==> src/rtl/branch_pkg.sv <==
// Shared types and constants for the branch resolution controller and its
// in-flight prediction queue.
package branch_pkg;

  localparam int PCSIZE = 16;

  localparam logic [2:0] BR_NONE = 3'b000;

  typedef struct packed {
    logic [PCSIZE-1:0] pc;
    logic              taken;
    logic [PCSIZE-1:0] target;
  } pred_entry_t;

  typedef enum logic {
    ST_RUN,
    ST_RECOVER
  } ctrl_state_t;

endpackage

==> src/rtl/branch_fifo.sv <==
// In-order queue of predicted branches awaiting resolution; clear discards
// every entry and wins over a concurrent push or pop.
module branch_fifo
  import branch_pkg::*;
#(
  parameter int  DEPTH   = 4,
  parameter type entry_t = pred_entry_t
) (
  input  logic                   clk,
  input  logic                   rst,
  input  logic                   push,
  input  logic                   pop,
  input  logic                   clear,
  input  entry_t                 wdata,
  output entry_t                 rdata,
  output logic [$clog2(DEPTH):0] count,
  output logic                   full,
  output logic                   empty
);

  localparam int AW = $clog2(DEPTH);

  logic [AW-1:0] head;
  logic [AW-1:0] tail;
  entry_t        mem [DEPTH];
  logic          push_ok;
  logic          pop_ok;

  assign full    = (count == (AW+1)'(DEPTH));
  assign empty   = (count == '0);
  assign push_ok = push && !full && !clear;
  assign pop_ok  = pop && !empty && !clear;
  assign rdata   = mem[head];

  // Pointers wrap naturally because DEPTH is a power of two.
  always_ff @(posedge clk or posedge rst) begin
    if (rst) begin
      head  <= '0;
      tail  <= '0;
      count <= '0;
    end else if (clear) begin
      head  <= '0;
      tail  <= '0;
      count <= '0;
    end else begin
      if (push_ok) tail <= tail + 1'b1;
      if (pop_ok)  head <= head + 1'b1;
      case ({push_ok, pop_ok})
        2'b10:   count <= count + 1'b1;
        2'b01:   count <= count - 1'b1;
        default: count <= count;
      endcase
    end
  end

  always_ff @(posedge clk) begin
    if (push_ok) mem[tail] <= wdata;
  end

endmodule

==> src/rtl/branch_resolve_ctrl.sv <==
// Matches execute-side branch resolutions against queued fetch predictions,
// issues one registered training write, and flushes/redirects on mispredicts.
module branch_resolve_ctrl
  import branch_pkg::*;
#(
  parameter int PCSIZE       = branch_pkg::PCSIZE,
  parameter int DEPTH        = 4,
  parameter int FLUSH_CYCLES = 2
) (
  input  logic                   clk,
  input  logic                   rst,
  input  logic                   pred_valid,
  output logic                   pred_ready,
  input  logic [PCSIZE-1:0]      pred_pc,
  input  logic                   pred_taken,
  input  logic [PCSIZE-1:0]      pred_target,
  input  logic                   res_valid,
  input  logic [2:0]             res_branch,
  input  logic                   res_taken,
  input  logic [PCSIZE-1:0]      res_target,
  output logic [2:0]             upd_branch,
  output logic [PCSIZE-1:0]      upd_pc,
  output logic                   upd_taken,
  output logic [PCSIZE-1:0]      upd_target,
  output logic                   flush,
  output logic [PCSIZE-1:0]      redirect_pc,
  output logic [$clog2(DEPTH):0] count,
  output logic                   err_underflow
);

  typedef struct packed {
    logic [PCSIZE-1:0] pc;
    logic              taken;
    logic [PCSIZE-1:0] target;
  } ctrl_entry_t;

  ctrl_state_t state_q, state_d;
  logic [3:0]  rcnt_q, rcnt_d;

  ctrl_entry_t head;
  ctrl_entry_t wentry;
  logic        full;
  logic        empty;
  logic        resolve;
  logic        mispredict;
  logic        push;
  logic        underflow;

  assign resolve    = res_valid && !empty && (res_branch != BR_NONE);
  assign mispredict = resolve &&
                      ((head.taken != res_taken) ||
                       (res_taken && (head.target != res_target)));
  assign underflow  = res_valid && empty;

  // No bypass: a pop in the same cycle never frees room for a push.
  assign pred_ready = (state_q == ST_RUN) && !full;
  assign push       = pred_valid && pred_ready && !mispredict;

  assign wentry.pc     = pred_pc;
  assign wentry.taken  = pred_taken;
  assign wentry.target = pred_target;

  branch_fifo #(
    .DEPTH   (DEPTH),
    .entry_t (ctrl_entry_t)
  ) u_fifo (
    .clk   (clk),
    .rst   (rst),
    .push  (push),
    .pop   (resolve),
    .clear (mispredict),
    .wdata (wentry),
    .rdata (head),
    .count (count),
    .full  (full),
    .empty (empty)
  );

  always_ff @(posedge clk or posedge rst) begin
    if (rst) begin
      state_q <= ST_RUN;
      rcnt_q  <= '0;
    end else begin
      state_q <= state_d;
      rcnt_q  <= rcnt_d;
    end
  end

  // The recovery counter leaves RECOVER on the step that takes it to zero,
  // so fetch sees exactly FLUSH_CYCLES cycles of pred_ready low.
  always_comb begin
    state_d = state_q;
    rcnt_d  = rcnt_q;
    case (state_q)
      ST_RUN: begin
        if (mispredict) begin
          state_d = ST_RECOVER;
          rcnt_d  = 4'(FLUSH_CYCLES);
        end
      end
      ST_RECOVER: begin
        if (rcnt_q <= 4'd1) begin
          state_d = ST_RUN;
          rcnt_d  = '0;
        end else begin
          rcnt_d = rcnt_q - 4'd1;
        end
      end
      default: begin
        state_d = ST_RUN;
        rcnt_d  = '0;
      end
    endcase
  end

  // Training fields other than upd_branch hold between updates; upd_branch
  // alone qualifies the write.
  always_ff @(posedge clk or posedge rst) begin
    if (rst) begin
      upd_branch    <= BR_NONE;
      upd_pc        <= '0;
      upd_taken     <= 1'b0;
      upd_target    <= '0;
      flush         <= 1'b0;
      redirect_pc   <= '0;
      err_underflow <= 1'b0;
    end else begin
      upd_branch <= resolve ? res_branch : BR_NONE;
      if (resolve) begin
        upd_pc     <= head.pc;
        upd_taken  <= res_taken;
        upd_target <= res_target;
      end
      flush <= mispredict;
      if (mispredict)
        redirect_pc <= res_taken ? res_target : head.pc + PCSIZE'(4);
      if (underflow)
        err_underflow <= 1'b1;
    end
  end

endmodule

==> config.mk <==
export PLATFORM = sky130hd
export DESIGN_NAME = branch_resolve_ctrl
export DESIGN_NICKNAME = d
export VERILOG_FILES = /design/src/rtl/branch_pkg.sv /design/src/rtl/branch_fifo.sv /design/src/rtl/branch_resolve_ctrl.sv
export SDC_FILE = /design/constraint.sdc
export NUM_CORES = 1
export LEC_CHECK = 0
export ABC_AREA = 1
export ABC_CLOCK_PERIOD_IN_PS = 4200
export CAP_MARGIN = 20
export CELL_PAD_IN_SITES_DETAIL_PLACEMENT = 1
export CELL_PAD_IN_SITES_GLOBAL_PLACEMENT = 1
export CORE_MARGIN = 10
export CORE_UTILIZATION = 43
export CTS_CLUSTER_DIAMETER = 60
export CTS_CLUSTER_SIZE = 10
export DETAILED_ROUTE_END_ITERATION = 10
export PLACE_DENSITY_LB_ADDON = 0.1
export SETUP_SLACK_MARGIN = 0.05
export SLEW_MARGIN = 10
export SYNTH_ARGS = -nofsm -noshare
export SYNTH_HDL_FRONTEND = slang
export SYNTH_SLANG_ARGS = --single-unit
==> constraint.sdc <==
create_clock -name clk -period 4.2 [get_ports clk]
set_input_delay 0.84 -clock clk [delete_from_list [all_inputs] [get_ports clk]]
set_output_delay 0.84 -clock clk [all_outputs]
set_load 0.02 [all_outputs]
==> results.rst <==
.. list-table::
   :header-rows: 1

   * - Metric
     - Value
   * - Run status
     - finished clean
   * - Dominant combinational cell family by area after synthesis
     - simple AND/OR/NAND/NOR gates
   * - Total Routed Length
     - 24.57 mm
   * - Post-DRT Antenna Nets
     - 0
   * - Number of sinks on the clock net
     - 198
   * - GRT Residual Overflow
     - 0
   * - Antenna violations before repair
     - 0
   * - Die height
     - 160.6 µm
   * - Hold Buf Count CTS
     - 0
   * - Area growth from synthesis to layout
     - 22.67%
   * - Final setup viols
     - 0
   * - Core region area
     - around 0.019 mm²
   * - CTS clk-pin slew, worst paths
     - 0.07 ns
   * - Final setup skew
     - 0.007901 ns
   * - Clock root cell
     - clkbuf_16
   * - Post-synthesis mux area share
     - 0%
   * - Number of global-route vias before repair
     - 6,591
   * - Count of endpoints failing hold in the final timing report
     - 0
   * - Non-Filler Instances
     - approximately 1,200
   * - Netlist cell types
     - 39
   * - Drt drc
     - 0
   * - Worst skew pair latency
     - 0.44 ns
   * - CTS tree
     - built
   * - Number of buffers added for setup after CTS
     - 0
   * - Starting Density
     - 43.67%
   * - Number of buffers on the longest clock path
     - 2
   * - Highest clock rate
     - roughly 290 MHz
   * - Maximum single-stage delay on the critical path
     - approximately 0.60 ns
   * - Setup repair after global routing missed its margin
     - no
   * - Most repeated library cell on the critical path
     - nand2_1
   * - Floorplan die area
     - 0.02579 mm²
   * - ANT cells
     - 0
   * - Class of the tightest hold or removal check
     - flip-flop to flip-flop
   * - Minimum period implied by the final worst setup slack
     - 3.500 ns
   * - Sum of buffers and inverters on the critical path
     - 2
   * - Global placement routability congestion
     - between 0.8 and 0.9
   * - Detailed-route wire length per cell
     - 20.71 µm
   * - # nets final
     - ~970
   * - Total count of max-transition violations in the final report
     - 0
   * - Final core area utilization
     - 53.57%
   * - Number of levels in the clock H-tree
     - 4
   * - Leakage
     - around 0.0042 µW
   * - Kind of cell adding the most delay to the critical path
     - simple AND/OR/NAND/NOR gates
   * - Series of cell instances along the critical path
     - buf_4 -> nand2_1 -> nand3_1 -> nand2_1 -> nand2_1 -> nand2_1 -> nor2_1 -> nand2_1 -> nor2_1 -> nand3_1 -> nand2_4 -> nand3_1 -> nor2_2 -> buf_4
   * - Max-cap violation count
     - 0
   * - Transition time at the pin with the least slew margin
     - ~0.92 ns
   * - Class of the most critical setup path
     - flip-flop to flip-flop
   * - Prevailing post-synth register cell
     - edfxtp_1
   * - Total nets after synthesis
     - 861
   * - Critical Path End Type
     - flip-flop
   * - Max Fanout on Critical Path
     - 67
   * - Synth Area per Inst
     - 10.68 µm²
   * - Signal arrival time at the worst endpoint
     - 3.62 ns
   * - Number of synthesis warnings
     - 0
   * - Relative slew margins
     - 38.44%
   * - CP startpoint kind
     - flip-flop
   * - Number of placed instances with taps included
     - ~1,200
   * - Number of buffers created by CTS
     - 17
   * - Commonest cells after routing, fill and taps aside
     - nand2_1, edfxtp_1, clkdlybuf4s50_1
   * - Num rows
     - a little over 50
   * - Required time worst endpoint
     - 4.32 ns
   * - Sequential element share of the synthesized area
     - 66.07%
   * - I/O pin count
     - roughly 120
   * - Setup TNS
     - 0 ns
   * - Post-Synthesis Cell Area
     - 0.008499 mm²
   * - Length of the first detailed-routing pass in iterations
     - 4
   * - Async set-reset flop share out of synthesis
     - about 33%
   * - Vias
     - 6,187
   * - Fraction of the mapped netlist area in simple logic gates
     - 20.45%
   * - Port Buffer Count
     - approximately 110
   * - Global-route wire length before repair
     - 38.47 mm
   * - Largest net degree at the start of global routing
     - 68
   * - Post-synth EDFFs
     - between 100 and 150
   * - Post-synthesis instance total
     - 796
   * - Via density per instance
     - 5.217
   * - Layout cells sized above 1
     - 7.166%
   * - Post-synthesis adder-cell area fraction
     - between 1 and 1.5%
   * - All-Layer GR Usage
     - 19.18%
   * - Ratio of final minimum period to clock period
     - 83.32%
   * - Iteration-0 DRC Markers
     - 336
   * - Worst-case vdd ir drop
     - 0.3702 mV
   * - Power density over the cells
     - ~740 mW/mm²
   * - Count of state elements after synthesis
     - 198
   * - Detailed placement HPWL
     - between 15 and 20 mm
   * - Resize count post-CTS
     - 0
   * - Library cell contributing the largest single delay on the critical path
     - buf_4
   * - Die span in x
     - around 160 µm
   * - Compound-cell area share of the yosys netlist
     - 5.255%
   * - Most common cell after layout, fill and taps aside
     - nand2_1
   * - Post-synthesis xor/xnor area fraction
     - 1.443%
-- cell families after synthesis --
| group | after synthesis |
|---|---|
| AO/OA/AOI/OAI | 83 |
| XOR/XNOR | 14 |
| adder cells (fa/ha/maj) | 8 |
| buffers and inverters | 84 |
| flip-flops | 198 |
| AND/OR/NAND/NOR | 409 |
-- routing by layer --
layer	part of all wire [%]	wire, µm	vias up	global-route usage (%)
met1	44	10860	3107	23.88
met5	0	0	-	0
met4	1.6	403	0	5.175
li1	-	-	2908	-
met2	50	12230	147	32.71
met3	4.4	1072	25	4.473
-- report_power, final --
group | leakage (µW) | switching, µW | internal (µW) | total (µW)
logic | 0.00192 | 2120 | 1100 | 3220
registers | 0.00200 | 262 | 2580 | 2840
clock network | 0.000285 | 747 | 951 | 1700
total | 0.00421 | 3130 | 4630 | 7750
-- Yosys cell counts, types with 2 or more instances --
library cell	number	area share (%)
ha_1	7	1.0
xor2_1	13	1.3
edfxtp_1	132	47
a31oi_1	9	0.66
nor4_1	2	0.15
o22ai_1	4	0.29
buf_4	4	0.35
nor2_1	45	2.0
o21ai_0	45	2.6
nand3_1	88	5.2
inv_2	2	0.088
clkbuf_1	8	0.35
buf_8	2	0.35
nand2_1	253	11
o21ai_1	4	0.24
o21bai_1	2	0.18
buf_6	13	1.7
inv_1	43	1.9
buf_2	9	0.53
dfrtp_1	66	19
a21oi_1	16	0.94
nand4_1	6	0.44
nand2_2	7	0.52
-- stage by stage --
| stage | power [µW] | hold WS (ns) | worst slack (ns) | cell area (µm²) |
|---|---|---|---|---|
| after floorplan | 4877 | 0.5004 | 0.5030 | 8499 |
| after global placement | 5981 | 0.4566 | 0.5990 | 9819 |
| after CTS | 7829 | 0.4761 | 0.6979 | 10430 |
| after detailed placement | 6110 | 0.4581 | 0.5338 | 9819 |
| final | 7753 | 0.4723 | 0.7004 | 10430 |
| after global routing | 8261 | 0.5036 | 0.3587 | 10430 |
-- worst reg2reg max path, cell delays in order (launching register included) --
cell     delay (ns)
dfrtp_2        0.41
buf_4          0.60
nand2_1        0.17
nand3_1        0.15
nand2_1        0.07
nand2_1        0.08
nand2_1        0.07
nor2_1         0.10
nand2_1        0.12
nor2_1         0.12
nand3_1        0.13
nand2_4        0.29
nand3_1        0.34
nor2_2         0.21
buf_4          0.33
-- state kept, by name (all words and copies together) (netlist names) --
register / count
u_fifo.mem: 132
u_fifo.tail: 2
upd_pc: 16
state_q: 1
upd_taken: 1
flush: 1
upd_branch: 3
upd_target: 16
rcnt_q: 4
err_underflow: 1
redirect_pc: 16
u_fifo.count: 3
u_fifo.head: 2
-- layout make-up --
cell class,instances,area [µm²]
clock buffer,20,436.7
clock inverter,12,170.2
fill,2113,9036
inverter,48,187.7
multi-input combinational,514,2430
sequential,198,5617
tap,265,331.6
timing repair buffer,129,1254
-- worst paths after layout --
path	startpoint	end	slack, ns	depth (start not counted)
setup reg to reg	u_fifo.head[0]$_DFFE_PP0P_	u_fifo.mem[1][13]$_DFFE_PP_	0.70	14
min in group asynchronous	rst	upd_pc[1]$_DFFE_PP0P_	1.01	3
hold / removal	upd_target[1]$_DFFE_PP0P_	upd_target[1]$_DFFE_PP0P_	0.47	2
max in group asynchronous	rst	u_fifo.head[0]$_DFFE_PP0P_	2.55	3
hold reg to reg	upd_target[1]$_DFFE_PP0P_	upd_target[1]$_DFFE_PP0P_	0.47	2
setup / recovery	u_fifo.head[0]$_DFFE_PP0P_	u_fifo.mem[1][13]$_DFFE_PP_	0.70	14
(Power assumes the default switching activity.)
